**config.mk**
```make
export PLATFORM = sky130hd
export DESIGN_NAME = instrumented_adder_meter
export DESIGN_NICKNAME = d
export VERILOG_FILES = /design/src/rtl/instrumented_adder_meter.sv
export SDC_FILE = /design/constraint.sdc
export NUM_CORES = 1
export LEC_CHECK = 0
export ABC_AREA = 0
export CORE_MARGIN = 4
export CORE_UTILIZATION = 40
export CTS_CLUSTER_SIZE = 16
export DETAILED_ROUTE_END_ITERATION = 7
export GPL_ROUTABILITY_DRIVEN = 0
export PLACE_DENSITY = 0.76
export SETUP_SLACK_MARGIN = 0.2
export SLEW_MARGIN = 25
export SYNTH_ARGS = -nofsm -noshare
export SYNTH_HDL_FRONTEND = slang
export SYNTH_SLANG_ARGS = --single-unit
```
**constraint.sdc**
```tcl
create_clock -name wb_clk_i -period 8.7 [get_ports wb_clk_i]
set_input_delay 2.61 -clock wb_clk_i [delete_from_list [all_inputs] [get_ports wb_clk_i]]
set_output_delay 2.61 -clock wb_clk_i [all_outputs]
set_load 0.05 [all_outputs]
```
**src/rtl/instrumented_adder_meter.sv**
```systemverilog
// instrumented_adder_meter: ring-oscillator edge counter and settle-time sum checker for an adder-under-test.
// Define INSTR_ADDER_SAT_EN to make count saturate instead of wrapping.
module instrumented_adder_meter #(
    parameter int WIDTH    = 32,
    parameter int CNT_W    = 32,
    parameter int SETTLE_W = 4
) (
    input  logic                wb_clk_i,
    input  logic                wb_rst_n,
    input  logic                active,
    input  logic                start,
    input  logic                mode,
    input  logic [WIDTH-1:0]    a_in,
    input  logic [WIDTH-1:0]    b_in,
    input  logic [CNT_W-1:0]    window,
    input  logic [SETTLE_W-1:0] settle,
    output logic [WIDTH-1:0]    aut_a,
    output logic [WIDTH-1:0]    aut_b,
    output logic                ring_en,
    input  logic [WIDTH-1:0]    aut_sum,
    input  logic                aut_cout,
    input  logic                chain_in,
    output logic                busy,
    output logic                done,
    output logic [CNT_W-1:0]    count,
    output logic [WIDTH-1:0]    sum_q,
    output logic                cout_q,
    output logic                mismatch,
    output logic                overflow
);
    localparam logic [2:0] IDLE = 3'd0, LAUNCH = 3'd1, RUN = 3'd2, CAPTURE = 3'd3, DONE = 3'd4;
    localparam int TW = CNT_W > SETTLE_W ? CNT_W : SETTLE_W;
    localparam logic [CNT_W-1:0] MAX = '1;

    logic [2:0]       state;
    logic             start_q;
    logic             mode_q;
    logic [TW-1:0]    tmr;
    logic [TW-1:0]    ld;
    logic [2:0]       sync;
    logic [WIDTH:0]   golden;
    logic             miss;
    logic             inc;
    logic [CNT_W-1:0] count_inc;

    assign golden  = {1'b0, aut_a} + {1'b0, aut_b};
    assign miss    = {aut_cout, aut_sum} != golden;
    assign inc     = (state == RUN && !mode_q && sync[1] && !sync[2]) || (state == CAPTURE && mode_q && miss);
    assign ld      = mode ? TW'(settle) : TW'(window);
    assign ring_en = state == RUN && !mode_q;
    assign busy    = state == LAUNCH || state == RUN || state == CAPTURE;
    assign done    = state == DONE;
`ifdef INSTR_ADDER_SAT_EN
    assign count_inc = count == MAX ? MAX : count + 1'b1;
`else
    assign count_inc = count + 1'b1;
`endif

    always_ff @(posedge wb_clk_i) begin
        if (!wb_rst_n) begin
            state    <= IDLE;
            start_q  <= 1'b0;
            mode_q   <= 1'b0;
            tmr      <= '0;
            sync     <= '0;
            aut_a    <= '0;
            aut_b    <= '0;
            count    <= '0;
            sum_q    <= '0;
            cout_q   <= 1'b0;
            mismatch <= 1'b0;
            overflow <= 1'b0;
        end else begin
            sync    <= {sync[1:0], chain_in};
            start_q <= start;
            if (!active) begin
                state <= IDLE;
            end else begin
                case (state)
                    IDLE: if (start && !start_q) begin
                        state    <= LAUNCH;
                        mode_q   <= mode;
                        aut_a    <= a_in;
                        aut_b    <= b_in;
                        tmr      <= ld == '0 ? TW'(1) : ld;
                        overflow <= 1'b0;
                        mismatch <= 1'b0;
                        if (!mode) count <= '0;
                    end
                    LAUNCH: state <= RUN;
                    RUN: if (tmr == TW'(1)) state <= CAPTURE; else tmr <= tmr - 1'b1;
                    CAPTURE: begin
                        state  <= DONE;
                        sum_q  <= aut_sum;
                        cout_q <= aut_cout;
                        if (mode_q) mismatch <= miss;
                    end
                    default: state <= IDLE;
                endcase
                // overflow flags the increment that lands on or passes the all-ones value
                if (inc) begin
                    count <= count_inc;
                    if (count >= MAX - 1'b1) overflow <= 1'b1;
                end
            end
        end
    end
endmodule
```
# == Word-level counts from Yosys, hierarchy flattened ==
# Cells that the tools add are included.
# totals
ff_bits,171
out_inout_bits,134
word_cells,71
# op_classes
n_mux,19
n_addsub,3
n_lt_le_gt_ge,1
n_reduce_logical,25
eq_ne,11
# ops
cell,n
two-way mux 32 bit,8
one-hot mux 32 bit (2 select lines),1
adder 32 x 32 -> 33 bit,1
inequality test 33 bit,1
"adder 32 x 1 -> 32 bit, second input constant",1
"== test 32 x 1 -> 1 bit, second input constant",1
">= comparator 32 bit, second input constant",1
logical NOT 32 bit,1
"subtractor 32 x 1 -> 32 bit, second input constant",1
one-hot mux 3 bit (4 select lines),1
AND reduction 4 bit,3
nonzero test 2 bit,4
"== test 3 x 2 -> 1 bit, second input constant",2
logical AND 1 bit,6
two-way mux 1 bit,6
two-way mux 3 bit,2
"inequality test 2 bit, second input constant",3
AND reduction 2 bit,3
"inequality test 2 x 1 -> 1 bit, second input constant",2
"== test 3 x 1 -> 1 bit, second input constant",1
"== test 3 bit, second input constant",1
logical NOT 1 bit,3
logical NOT 3 bit,1
logical OR 1 bit,3
other kinds (2),2

# == Logic depth before layout (Yosys ltp) ==
# logic_depth
ltp_word,7
ltp_mapped,14
depth_no_buf,13

# == Worst setup path after synthesis ==
# No wires, ideal clock.
# synth_timing
path_kind,input to register
startpoint,in aut_sum[2]
endpoint,reg count[12]
path_slack_ns,3.160
cell_stages,12
setup_ns,0.120
required_time_ns,8.580
arrival_time_ns,5.421
path_cell_list,xnor3_1 -> o31ai_1 -> nor3_1 -> or4b_1 -> nor4_1 -> o2111ai_1 -> or4_1 -> nor3_2 -> a31oi_2 -> buf_6 -> and3_1 -> a211o_1
# synth_between
elab_chain_len,5
word_cells_on_any_way,8
classes_between,2 x eq/ne; 1 x mux; 5 x reduce/logical
# synth_rtl
item,line_no,rtl
"start, declared",20,"input logic [WIDTH-1:0] aut_sum,"
inequality test 33 bit *,47,"assign miss = {aut_cout, aut_sum} != golden;"
logical AND 1 bit *,48,assign inc = (state == RUN && !mode_q && sync[1] && !sync[2]) || (state == CAPTURE && mode_q && miss);
logical OR 1 bit *,48,
inequality test 2 x 1 -> 1 bit (no source line) or nonzero test 2 bit (tied branches),--,
AND reduction 4 bit (no source line),--,
"end signal, assigned",102,count <= count_inc;
"end, declared",25,"output logic [CNT_W-1:0] count,"
# Every way passes the cells marked *; elsewhere a longest branch is shown, timed or not.
# A chain may end at the register's enable or synchronous reset.

# == Final worst setup path ==
# layout_timing
startpoint,in aut_sum[31]
endpoint,reg count[4]
# The elaborated chain is that of the path after synthesis.

==> metrics.txt <==
met2 usage=0.400; Req. time, crit path=9.07 ns; FF/Latch Area=0.00342 sq mm; Post-DP HPWL=27400 um; clock latency on the worst-skew pair=0.42 ns; row count=59; Seq/Total Area, Yosys=0.316; n_diodes=0; Post-DRT Antenna Nets=0; initial core utilization=0.411; asr flop ratio synth=0; CTS buffer count=17; antenna violations before repair=1; Final min period=6.75 ns; PwrDens=145 mW/mm^2; final setup TNS=0 ns; max-cap violations=0; Most Crowded Layer GR=met2; Reg clk slew, reported paths=0.08 ns; Area Overhead vs Synth=32.6%; Synth area leaders=dfxtp_1, nand2_1, a21boi_0; critical path class=in2reg; Layout Nets=1830; P_leak=5.15 nW; CORE AREA=0.0264 sq mm; top cells by count, synth=nand2_1, dfxtp_1, a21boi_0; Final Max Slew Viols=0; share of cells above drive strength 1=0.0402; Distinct cells, synth=78; Mapped Area=0.0108 sq mm; filler instances=2429; cell taking the most area after synthesis=dfxtp_1; CTS Sinks=171; crit path capture type=register; final period utilization=0.776; Rel. slew slack=0.342; # DRC=0; post-synthesis register bit count=171; post-synth top area share=0.316; Wirelength per Cell=18.8 um; DRT Pass-1 Iters=8; EDFF count, synth=0; Comb pwr share=0.197; Primary FF master, synth=dfxtp_1; pin slew with the least headroom to its limit=0.984 ns; CP max FO=35; met1 GRT Util=0.308; Root Buffer=clkbuf_16; post-cts repair resize count=0; DR vias/cell=5.91; syn_nets=1618; Pint=1.46 mW; Initial DRC Count=1068; Die Height=173 um; GR Util met3=0.0474; postcts setup bufs=0; Flop pwr share=0.395; crit start category=input port; die area=0.0298 sq mm; Die Width=173 um; Routed WL=37600 um; Overflow after GRT=0; fin area=0.0144 sq mm; number of cells after detailed placement=1970; TritonCTS clock tree=yes; H-tree depth=4; maximum root-to-sink buffer count=2; vias in the first global route=11194; Mapped Avg Cell Area=7.51 sq um; achievable clock frequency=148 MHz; YS warnings=0; placed cell area=0.0137 sq mm; Clk network pwr share=0.409; first-pass GRT wire length=59600 um; Psw=629 uW; cts hold-fix bufs=0; Cells after Synth=1442; routed vias=11826; status=completed; Worst EP arrival=7.12 ns; worst min-delay path category=reg2reg; buffers added on ports=272; fin cells=2002; Final setup viols=0; Final Hold Violating Endpoints=0; peak supply drop=114 uV; Net Sw Frac=0.301; largest net degree at the start of global routing=123; RSZ-0062 raised after global routing=no; multi-input logic area=0.00698 sq mm; Ports=273; top-count cell post-synth=nand2_1; Fin Clk Skew=0.0155 ns; GRT Total Usage=0.239
-- path summary, 6_finish.rpt --
check	startpoint	slack (ns)	end	cells after the start
setup / recovery	aut_sum[31]	1.95	count[4]	13
hold / removal	sync[0]	0.44	sync[1]	1
setup reg to reg	aut_a[0]	3.58	count[4]	14
hold reg to reg	sync[0]	0.44	sync[1]	1
-- metrics by stage --
stage / hold slack, ns / power, mW / setup WS, ns / utilization
5_1_grt: 0.460 / 2.16 / 1.78 / 0.545
4_1_cts: 0.438 / 2.10 / 2.06 / 0.545
3_5_place_dp: 0.418 / 1.24 / 1.62 / 0.521
6_report: 0.437 / 2.09 / 1.95 / 0.545
2_1_floorplan: 0.412 / 1.08 / 3.16 / -
3_3_place_gp: 0.422 / 1.24 / 1.73 / 0.521
-- cells by family after synthesis --
| family | Yosys count | synth area share |
|---|---|---|
| simple gates | 633 | 0.281 |
| xor+xnor | 43 | 0.0360 |
| fa+ha+maj | 37 | 0.0434 |
| buf+inv | 116 | 0.0417 |
| compound gates | 435 | 0.276 |
| flops | 171 | 0.316 |
| mux | 7 | 0.00670 |
-- critical path, cell delays in order --
cell and delay [ns]:
clkdlybuf4s50_1 0.56, xor2_1 0.20, nor3_1 0.12, and3_1 0.22, or4b_1 0.58, nor4_1 0.31, o2111ai_1 0.16, or4_1 0.55
nor3_2 0.39, a31oi_2 0.13, buf_4 0.26, nor2_1 0.76, a211o_1 0.24
-- power groups by stage --
| stage | Combinational, mW | Clock [mW] | Sequential [mW] |
|---|---|---|---|
| 4_1_cts | 0.405 | 0.867 | 0.823 |
| 2_1_floorplan | 0.197 | 0 | 0.880 |
| 3_5_place_dp | 0.402 | 0 | 0.841 |
| 6_report | 0.411 | 0.853 | 0.824 |
| 5_1_grt | 0.439 | 0.892 | 0.827 |
| 3_3_place_gp | 0.399 | 0 | 0.841 |
-- layout make-up --
class                   instances  area share
clock buffers                  17      0.0296
clock inverters                15      0.0146
inverters                      24     0.00627
multi-input cells            1155       0.486
flip-flops and latches        171       0.238
well taps                     335      0.0292
repair buffers                285       0.196
-- layout by cell type (no fill, tap or decap), drive strengths merged, types with 32 or more instances in the layout --
| master | n |
|---|---|
| and2 | 46 |
| nor3 | 34 |
| a21oi | 68 |
| o21ai | 98 |
| nand3 | 40 |
| nand2 | 280 |
| dfxtp | 171 |
| xnor2 | 35 |
| nand4 | 32 |
| ha | 36 |
| clkdlybuf4s50 | 271 |
| a21boi | 111 |
| nor2 | 82 |
-- per-layer routing --
layer / vias up / share of wire
met2: 608 / 0.46
met5: - / 0.00035
li1: 5635 / -
met4: 2 / 0.038
met1: 5464 / 0.42
met3: 117 / 0.084
-- sequential cells by signal (all words and copies together) (netlist names) --
signal / count
start_q: 1
count: 32
sync: 3
mode_q: 1
sum_q: 32
aut_a: 32
mismatch: 1
cout_q: 1
state: 3
aut_b: 32
tmr: 32
overflow: 1
No activity file was read; power rests on OpenSTA's default activity.
